### src/rtl/lif_neuron_core.sv
// Leaky integrate-and-fire neuron: saturating 6-bit membrane, programmable threshold, leak and refractory.
// Optional LIF_SPIKE_COUNT_EN adds an 8-bit saturating output-spike counter (spike_cnt).
module lif_neuron_core #(
  parameter int LEAK_PERIOD = 16,
  parameter int THRES_INIT  = 32,
  parameter int V_RESET     = 0
) (
  input  logic       clk,
  input  logic       rst,
  input  logic [2:0] wspikeI,
  input  logic       svalidI,
  input  logic [3:0] stateI,
  input  logic       reccI,
  input  logic [5:0] thresI,
  input  logic       thres_validI,
  output logic [5:0] vO,
  output logic       spikeO
`ifdef LIF_SPIKE_COUNT_EN
  ,
  output logic [7:0] spike_cnt
`endif
);

  typedef enum logic [1:0] {INTEG, FIRE, REFRAC} state_t;

  state_t            state;
  logic [7:0]        leak_cnt;
  logic [1:0]        refr_cnt;
  logic [5:0]        thr;
  logic              leak_tick;
  logic signed [7:0] sum;
  logic [5:0]        v_next;
  logic              fire;

  always_comb begin
    leak_tick = (leak_cnt == 8'(LEAK_PERIOD - 1));
    sum = $signed({2'b00, vO})
        + $signed({5'b0, (svalidI ? wspikeI : 3'd0)})
        - $signed({6'b0, (leak_tick ? stateI[1:0] : 2'd0)});
    // Clamp to the 6-bit membrane range; the leak can push below zero.
    if (sum < 8'sd0)
      v_next = 6'd0;
    else if (sum > 8'sd63)
      v_next = 6'd63;
    else
      v_next = sum[5:0];
    fire = (thr != 6'd0) && (v_next >= thr);
  end

  always_ff @(posedge clk) begin
    if (rst) begin
      state    <= INTEG;
      vO       <= 6'd0;
      spikeO   <= 1'b0;
      thr      <= 6'(THRES_INIT);
      leak_cnt <= 8'd0;
      refr_cnt <= 2'd0;
    end else begin
      leak_cnt <= leak_tick ? 8'd0 : leak_cnt + 8'd1;
      // A load is seen by the compare only from the next cycle on.
      if (thres_validI) thr <= thresI;
      case (state)
        INTEG: begin
          if (fire) begin
            spikeO <= 1'b1;
            state  <= FIRE;
            vO     <= reccI ? (v_next - thr) : 6'(V_RESET);
          end else begin
            spikeO <= 1'b0;
            vO     <= v_next;
          end
        end
        FIRE: begin
          spikeO <= 1'b0;
          if (stateI[3:2] == 2'd0) begin
            state <= INTEG;
          end else begin
            refr_cnt <= stateI[3:2] - 2'd1;
            state    <= REFRAC;
          end
        end
        REFRAC: begin
          spikeO <= 1'b0;
          if (refr_cnt != 2'd0)
            refr_cnt <= refr_cnt - 2'd1;
          else
            state <= INTEG;
        end
        default: begin
          spikeO <= 1'b0;
          state  <= INTEG;
        end
      endcase
    end
  end

`ifdef LIF_SPIKE_COUNT_EN
  always_ff @(posedge clk) begin
    if (rst || (thres_validI && thresI == 6'd0))
      spike_cnt <= 8'd0;
    else if (spikeO && spike_cnt != 8'd255)
      spike_cnt <= spike_cnt + 8'd1;
  end
`endif

endmodule

### config.mk
export PLATFORM = sky130hd
export DESIGN_NAME = lif_neuron_core
export DESIGN_NICKNAME = d
export VERILOG_FILES = /design/src/rtl/lif_neuron_core.sv
export SDC_FILE = /design/constraint.sdc
export NUM_CORES = 1
export LEC_CHECK = 0
export ABC_CLOCK_PERIOD_IN_PS = 6100
export BUFFER_PORTS_ARGS = -buffer_cell sky130_fd_sc_hd__clkbuf_2
export CAP_MARGIN = 20
export CORE_ASPECT_RATIO = 1.5
export CORE_MARGIN = 2
export CORE_UTILIZATION = 57
export CTS_CLUSTER_SIZE = 24
export DETAILED_ROUTE_END_ITERATION = 10
export PLACE_DENSITY_LB_ADDON = 0.2
export SLEW_MARGIN = 20
export SYNTH_ARGS = -nofsm -noshare
export SYNTH_HDL_FRONTEND = slang
export SYNTH_SLANG_ARGS = --single-unit
export TNS_END_PERCENT = 50
### constraint.sdc
create_clock -name clk -period 6.1 [get_ports clk]
set_clock_uncertainty 0.15 [all_clocks]
set_input_delay 0.305 -clock clk [delete_from_list [all_inputs] [get_ports clk]]
set_output_delay 0.305 -clock clk [all_outputs]
set_load 0.1 [all_outputs]
# After elaboration in Yosys (flattened, before gate mapping)
# Cells that the tools add are included.
[word_totals]
mem_count = 0
output_inout_bits = 7
ram_bits = 0
romBits = 0
input_bits = 18
latch_bits = 0
register_bits = 25
wordCells = 47
[op_classes]
add_sub_neg = 6
shifts = 0
n_bitwise = 1
mul = 0
div = 0
n_eq_ne = 7
magnitude_cmp = 3
n_reduce_logical = 10
n_mux = 14
[ops]
columns = ["op", "n"]
rows = [
  ["2-to-1 mux 6 bit", 4],
  ["2-to-1 mux 2 bit", 6],
  ["adder 8 x 1 -> 8 bit, second input constant", 1],
  ["== test 8 x 4 -> 1 bit, second input constant", 1],
  ["> comparator 8 x 7 -> 1 bit, second input constant", 1],
  ["less-than comparator 8 x 1 -> 1 bit, second input constant", 1],
  ["!= test 2 bit, second input constant", 4],
  ["subtractor 7 x 2 -> 8 bit", 1],
  ["adder 6 x 3 -> 7 bit", 1],
  [">= comparator 6 bit", 1],
  ["case mux 2 bit (3 select lines)", 1],
  ["nonzero test 6 bit", 1],
  ["subtractor 6 bit", 1],
  ["logical NOT 2 bit", 2],
  ["case mux 2 bit (2 select lines)", 1],
  ["nonzero test 2 bit", 2],
  ["OR reduction 2 bit", 2],
  ["subtractor 2 x 1 -> 2 bit, second input constant", 2],
  ["2-to-1 mux 3 bit", 1],
  ["AND reduction 3 bit", 1],
  ["== test 2 x 1 -> 1 bit, second input constant", 1],
  ["== test 2 bit, second input constant", 1],
  ["AND reduction 2 bit", 1],
  ["logical AND 1 bit", 1],
  ["other kinds (2)", 2],
]

# Depth between registers and ports, before layout
# Gate-level depths: netlist of run 1.
[depth]
depth_word = 10
depth_mapped = 24
depth_no_buf = 23

# Worst setup path after synthesis of run 1
# No wires, ideal clock.
[synth_timing]
path_kind = "register to register"
startpoint = "register vO[1]"
endpoint = "register vO[2]"
period_less_slack_ns = 5.009
t_arrival_ns = 4.756
path_stages_with_launch = 19
setup_slack_ns = 1.091
setup_time_ns = 0.103
cell_sequence = "dfxtp_1 -> inv_1 -> fa_1 -> fa_1 -> and2b_1 -> o211ai_1 -> a21oi_1 -> o22ai_1 -> o21ai_0 -> ha_1 -> inv_1 -> fa_1 -> a211oi_1 -> nor2_1 -> o31ai_2 -> or3_1 -> buf_6 -> a21oi_2 -> a2111oi_2"
[synth_between]
elab_chain_cells = 8
[synth_rtl]
columns = ["item", "line", "text"]
rows = [
  ["start: declaration", "16", "output logic [5:0] vO,"],
  ["start signal: assignment", "67", "vO <= reccI ? (v_next - thr) : 6'(V_RESET);"],
  ["start signal: assignment", "70", "vO <= v_next;"],
  ["adder 6 x 3 -> 7 bit *", "38", "+ $signed({5'b0, (svalidI ? wspikeI : 3'd0)})"],
  ["subtractor 7 x 2 -> 8 bit *", "39", "- $signed({6'b0, (leak_tick ? stateI[1:0] : 2'd0)});"],
  ["> comparator 8 x 7 -> 1 bit", "43", "else if (sum > 8'sd63)"],
  ["2-to-1 mux 6 bit", "43", ""],
  ["2-to-1 mux 6 bit *", "41", "if (sum < 8'sd0)"],
  ["subtractor 6 bit / >= comparator 6 bit (equally long branches)", "67, 47", ""],
  ["2-to-1 mux 6 bit / logical AND 1 bit (equally long branches)", "67, 47", ""],
  ["2-to-1 mux 6 bit *", "64", "if (fire) begin"],
]
# Mark *: on every way between the ends. The rest lies on a longest branch, timed or not.
# A chain may end at the register's enable or synchronous reset.

# Worst setup path in the final report of run 1
[layout_timing]
startpoint = "register leak_cnt[5]"
endpoint = "register vO[0]"
[layout_between]
elab_chain_cells = 9
[layout_rtl]
columns = ["item", "line", "text"]
rows = [
  ["start: declaration", "27", "logic [7:0] leak_cnt;"],
  ["start signal: assignment", "59", "leak_cnt <= leak_tick ? 8'd0 : leak_cnt + 8'd1;"],
  ["== test 8 x 4 -> 1 bit *", "36", "leak_tick = (leak_cnt == 8'(LEAK_PERIOD - 1));"],
  ["2-to-1 mux 2 bit *", "39", ""],
  ["subtractor 7 x 2 -> 8 bit *", "39", ""],
  ["> comparator 8 x 7 -> 1 bit", "43", ""],
  ["2-to-1 mux 6 bit", "43", ""],
  ["2-to-1 mux 6 bit *", "41", ""],
  ["subtractor 6 bit / >= comparator 6 bit (equally long branches)", "67, 47", ""],
  ["2-to-1 mux 6 bit / logical AND 1 bit (equally long branches)", "67, 47", ""],
  ["2-to-1 mux 6 bit *", "64", ""],
]
# Marked as above.

==> flow_metrics.tcl, run 1 <==
set metrics [dict create \
    cts.root.buffer_cell "clkbuf_8" \
    rsz0062_at_grt "no" \
    instances_no_fill 281 \
    final_cell_mix "nor2_1 (35), dfxtp_1 (25), inv_1 (24), clkbuf_2 (24), ha_1 (16)" \
    globalplace.congestion 0.897 \
    syn_area_um2 1780 \
    cts.reportedPaths.clkPinSlew_ns 0.09 \
    cp_startpoint_kind "flop" \
    postSynthNetCount 256 \
    final_hold_viol_count 0 \
    tritoncts.num_buffers 3 \
    synth_sequential_area_ratio 0.282 \
    areaGrowthSynthToFinish_pct 10.1 \
    critical_path_required_ns 6.13 \
    synth.avg_cell_area_um2 8.11 \
    final_util 0.665 \
    synth_top_cell_area_share 0.282 \
    postCtsResizedCells 0 \
    most_common_cell_after_layout_fill_and_taps_aside "nor2_1" \
    worst-slew-pin-transition_ns 0.545 \
    core-area_um2 2940 \
    clk_latency_ns 0.27 \
    numClockSinks 25 \
    number_of_global_route_vias_before_repair 1409 \
    critPathKind "reg -> reg" \
    outcome "finished clean" \
    yosys_register_bits 25 \
    remaining_drc_errors 0 \
    synth_flop_cell "dfxtp_1" \
    asyncSetResetFlopFracSynth 0 \
    drt_pre_antenna_iters 5 \
    design.portCount 25 \
    postRouteWirelength_mm 3.43 \
    die_height_um 72.4 \
    initial_antenna_violation_count 0 \
    nNetsFinal 280 \
    num_antenna_cells 0 \
    buffer_ports.inserted 24 \
    cap_violations 0 \
    fin_crit_ns 5.39 \
    netlist_top_cells_area "dfxtp_1 (28%), ha_1 (11%), nor2_1 (7.4%), inv_1 (5.1%), mux2i_1 (3.9%)" \
    vias_per_cell 5.47 \
    detailed_place.area_um2 1910 \
    floorplan.die.width_um 49.6 \
    global_route_wire_length_before_repair_mm 5.86 \
    detailed_place_hpwl_mm 2.82 \
    hold_buffers 0 \
    min_period_over_period 0.884 \
    maxSlewViolCount 0 \
    die-area_um2 3590 \
    worstPathArrival_ns 5.42 \
    setup.worst_path.end_class "flop" \
    cts_tree "built" \
    first_iter_violations 28 \
    initial_utilization 0.603 \
    routedWlPerCell_um 12.2 \
    maxSlewHeadroom 0.638 \
    setup_tns_ns 0 \
    yosysWarnings 0 \
    filler_cell_count 278 \
    fmaxAchievable_ghz 0.185 \
    cts_max_level 1 \
    route.antenna.remaining_nets 0 \
    floorplan.rows 24 \
    global_route.overflow_total 0 \
    fraction_of_final_layout_cells_sized_beyond_drive_strength_1 0.157 \
    synth_edf_count 0 \
    post_synth_num_cell_types 49 \
    cts_post_setup_buffers_inserted 0 \
    setup_violations 0 \
    detailroute.via_count 1536 \
    largest_net_degree_at_the_start_of_global_routing 20 \
    post_synth_inst_count 219 \
    dpl.cell_count 277 \
    clk_path_buf_depth 2 \
    layout.cell_area.non_filler_um2 1960 \
    track_usage 0.206 \
    timing.critical_path.fanout_max 8 \
    hold_path.class "in -> reg" \
    netlist.top_cell.by_area "dfxtp_1" \
]
critical path: stages, from the launching register on:
cell and delay [ns]:
dfxtp_1 0.34, or4_1 0.55, nor2_1 0.15, and2_1 0.17, fa_1 0.46, fa_1 0.48, and2b_1 0.23, o211ai_1 0.10
a21oi_1 0.18, o22ai_1 0.16, o21ai_0 0.33, ha_1 0.25, inv_1 0.06, fa_1 0.41, a211oi_1 0.25, nor2_1 0.09
o31ai_2 0.23, or3_1 0.32, a21oi_2 0.06, a2111oi_2 0.32
registers in the layout, summed over array words and instances, names as in the netlist:
register	count
spikeO	1
state	2
thr	6
refr_cnt	2
leak_cnt	8
vO	6
path summary, 6_finish.rpt:
check / start / end / slack (ns) / cells past startpoint
hold / removal: thresI[5] / thr[5]$_SDFFE_PP1P_ / 0.11 / 3
hold reg to reg: leak_cnt[0]$_SDFF_PP0_ / leak_cnt[0]$_SDFF_PP0_ / 0.30 / 1
setup reg to reg: leak_cnt[5]$_SDFF_PP0_ / vO[0]$_SDFFE_PP0P_ / 0.71 / 19
setup / recovery: leak_cnt[5]$_SDFF_PP0_ / vO[0]$_SDFFE_PP0P_ / 0.71 / 19
per-layer routing:
layer,GRT usage,vias to the layer above,share of wire
met5,0,-,0
met4,0.0648,0,0.013
met3,0.0185,6,0.032
met2,0.385,36,0.51
met1,0.243,688,0.44
li1,-,806,-
cell usage after synthesis (4+ instances only):
cell type	instances
dfxtp_1	25
and3_1	4
nand3_1	5
o21ai_0	8
a21oi_1	13
xor2_1	4
mux2i_1	7
nand2_1	13
inv_1	24
nor2b_1	5
xnor2_1	5
nor2_1	35
ha_1	16
final cells by class:
class | count | area (µm²) | area share
inverters | 24 | 90.1 | 0.0461
repair buffers | 24 | 120 | 0.0614
multi-input cells | 165 | 1150 | 0.587
clock buffers | 3 | 41.3 | 0.0211
clock inverters | 1 | 7.51 | 0.00384
flip-flops and latches | 25 | 500 | 0.256
well taps | 39 | 48.8 | 0.0250
cell families after synthesis:
family,share of synthesized area
AOI/OAI and AO/OA,0.193
adders and majority gates,0.147
buffers and inverters,0.0719
and+or+nand+nor,0.223
xor gates and xnor gates,0.0444
DFF,0.282
muxes,0.0395
stage by stage:
step	hold WS (ns)	worst slack, ns
2_1_floorplan	0.268	1.09
3_3_place_gp	0.282	0.921
3_5_place_dp	0.291	0.714
4_1_cts	0.107	0.684
5_1_grt	0.106	0.321
6_report	0.111	0.707
Power of run 1 is left out: the tool's default activity adds up to more than one toggle a clock period on the data nets, which glitch-free logic cannot reach.
==> inputs of run 2 (changes only) <==
- CORE_UTILIZATION: 57 -> 45
==> flow_metrics.tcl, run 2 (same netlist as run 1, synthesis figures left out) <==
set metrics [dict create \
    globalplace.congestion 0.806 \
    largest_register_ff_count 8 \
    vias_per_cell 5.37 \
    outcome "finished clean" \
    crit_path_top_delay_cell "or4_1" \
    hold_worst_path_end "thr[5]$_SDFFE_PP1P_" \
    postCtsResizedCells 0 \
    timing.critical_path.fanout_max 8 \
    hold_depth 3 \
    critPathKind "reg -> reg" \
    maxSlewViolCount 0 \
    remaining_drc_errors 0 \
    floorplan.die.width_um 55.3 \
    routedWlPerCell_um 12.8 \
    detailroute.via_count 1542 \
    route.antenna.remaining_nets 0 \
    die_height_um 80.9 \
    setup_violations 0 \
    worstPathArrival_ns 5.42 \
    postRouteWirelength_mm 3.69 \
    hold_path.class "in -> reg" \
    worst-slew-pin-transition_ns 0.544 \
    most_common_cell_after_layout_fill_and_taps_aside "nor2_1" \
    final.setup.worst_slack_ns 0.702 \
    hold_buffers 0 \
    final_hold_viol_count 0 \
    critical_path_required_ns 6.12 \
    worst_path_largest_cell_delay_ns 0.55 \
    timing.critical_path.mode_cell "fa_1" \
    core-area_um2 3850 \
    tritoncts.num_buffers 3 \
    r2r-start "leak_cnt[5]$_SDFF_PP0_" \
    num_antenna_cells 0 \
    fin_crit_ns 5.40 \
    setup.worst_path.end_class "flop" \
    biggestRegsByFlops "leak_cnt (8), thr (6), vO (6)" \
    initial_antenna_violation_count 0 \
    global_route_wire_length_before_repair_mm 6.40 \
    global_route.overflow_total 0 \
    drt_pre_antenna_iters 4 \
    fin_worst_hold_slack_ns 0.0974 \
    instances_no_fill 287 \
    crit-reg2reg-capture "vO[0]$_SDFFE_PP0P_" \
    final_cell_mix "nor2_1 (35), dfxtp_1 (25), inv_1 (24), clkbuf_2 (24), ha_1 (16)" \
    cp_cell_sequence "or4_1 -> nor2_1 -> and2_1 -> fa_1 -> fa_1 -> and2b_1 -> o211ai_1 -> a21oi_1 -> o22ai_1 -> o21ai_0 -> ha_1 -> inv_1 -> fa_1 -> a211oi_1 -> nor2_1 -> o31ai_2 -> or3_1 -> a21oi_2 -> a2111oi_2" \
    clk_latency_ns 0.27 \
    maxSlewHeadroom 0.639 \
    cts_post_setup_buffers_inserted 0 \
    cap_violations 0 \
    areaGrowthSynthToFinish_pct 10.6 \
    rsz0062_at_grt "no" \
    clk_path_buf_depth 2 \
    fraction_of_final_layout_cells_sized_beyond_drive_strength_1 0.157 \
    nNetsFinal 280 \
    cts_max_level 1 \
    cts_tree "built" \
    floorplan.rows 28 \
    first_iter_violations 40 \
    hp-start "thresI[5]" \
    cts.root.buffer_cell "clkbuf_8" \
    buffer_ports.inserted 24 \
    design.portCount 25 \
    length_in_cells_of_the_worst_reg_to_reg_path 19 \
    largest_net_degree_at_the_start_of_global_routing 20 \
    dpl.cell_count 283 \
    place_ws_ns 0.681 \
    initial_utilization 0.461 \
    fmaxAchievable_ghz 0.185 \
    cp_startpoint_kind "flop" \
    cts.reportedPaths.clkPinSlew_ns 0.09 \
    detailed_place_hpwl_mm 3.04 \
    die-area_um2 4470 \
    r2r_slack_ns 0.70 \
    max_flop_register "leak_cnt" \
    setup_tns_ns 0 \
    numClockSinks 25 \
    track_usage 0.175 \
    min_period_over_period 0.885 \
    number_of_global_route_vias_before_repair 1499 \
]
-- run 2: cell counts in the layout (fill, tap and decap cells not counted) --
No cell type changed its count.
-- run 2: worst max path at each step --
stage	startpoint	endpoint	slack, ns
after floorplan	vO[1]$_SDFFE_PP0P_	vO[2]$_SDFFE_PP0P_	1.09
after global placement	leak_cnt[5]$_SDFF_PP0_	vO[0]$_SDFFE_PP0P_	0.86
after detailed placement	leak_cnt[5]$_SDFF_PP0_	vO[2]$_SDFFE_PP0P_	0.68
after CTS	leak_cnt[5]$_SDFF_PP0_	vO[2]$_SDFFE_PP0P_	0.65
after global routing	leak_cnt[5]$_SDFF_PP0_	vO[2]$_SDFFE_PP0P_	0.25
final	leak_cnt[5]$_SDFF_PP0_	vO[0]$_SDFFE_PP0P_	0.70
-- run 2: metrics by stage --
step                instance area, µm²   util
detailed placement                1910  0.497
global placement                  1910  0.497
floorplan                         1780      -
global route                      1960  0.509
finish                            1960  0.509
CTS                               1960  0.509
-- run 2: layout make-up --
type | instances | area [µm²]
clock buffers | 3 | 41.3
well taps | 45 | 56.3
flip-flops and latches | 25 | 500
repair buffers | 24 | 120
clock inverters | 1 | 7.51
multi-input cells | 165 | 1150
inverters | 24 | 90.1
fillers | 408 | 1890
-- run 2: critical path, delay by kind of cell (launching register included) --
family,cells,cell delay [ns]
compound gates,8,1.63
fa+ha+maj,4,1.59
simple gates,6,1.54
flops,1,0.35
buf+inv,1,0.05
-- run 2: per-layer routing --
layer  vias to the layer above  GRT usage  share of wire  routed length, µm
met4                         0     0.0561          0.011                 40
met5                         -          0              0                  0
met1                       715      0.199           0.44               1600
li1                        805          -              -                  -
met3                         4     0.0143          0.018                 66
met2                        18      0.343           0.54               1980
Power of run 2 is left out for the same reason.
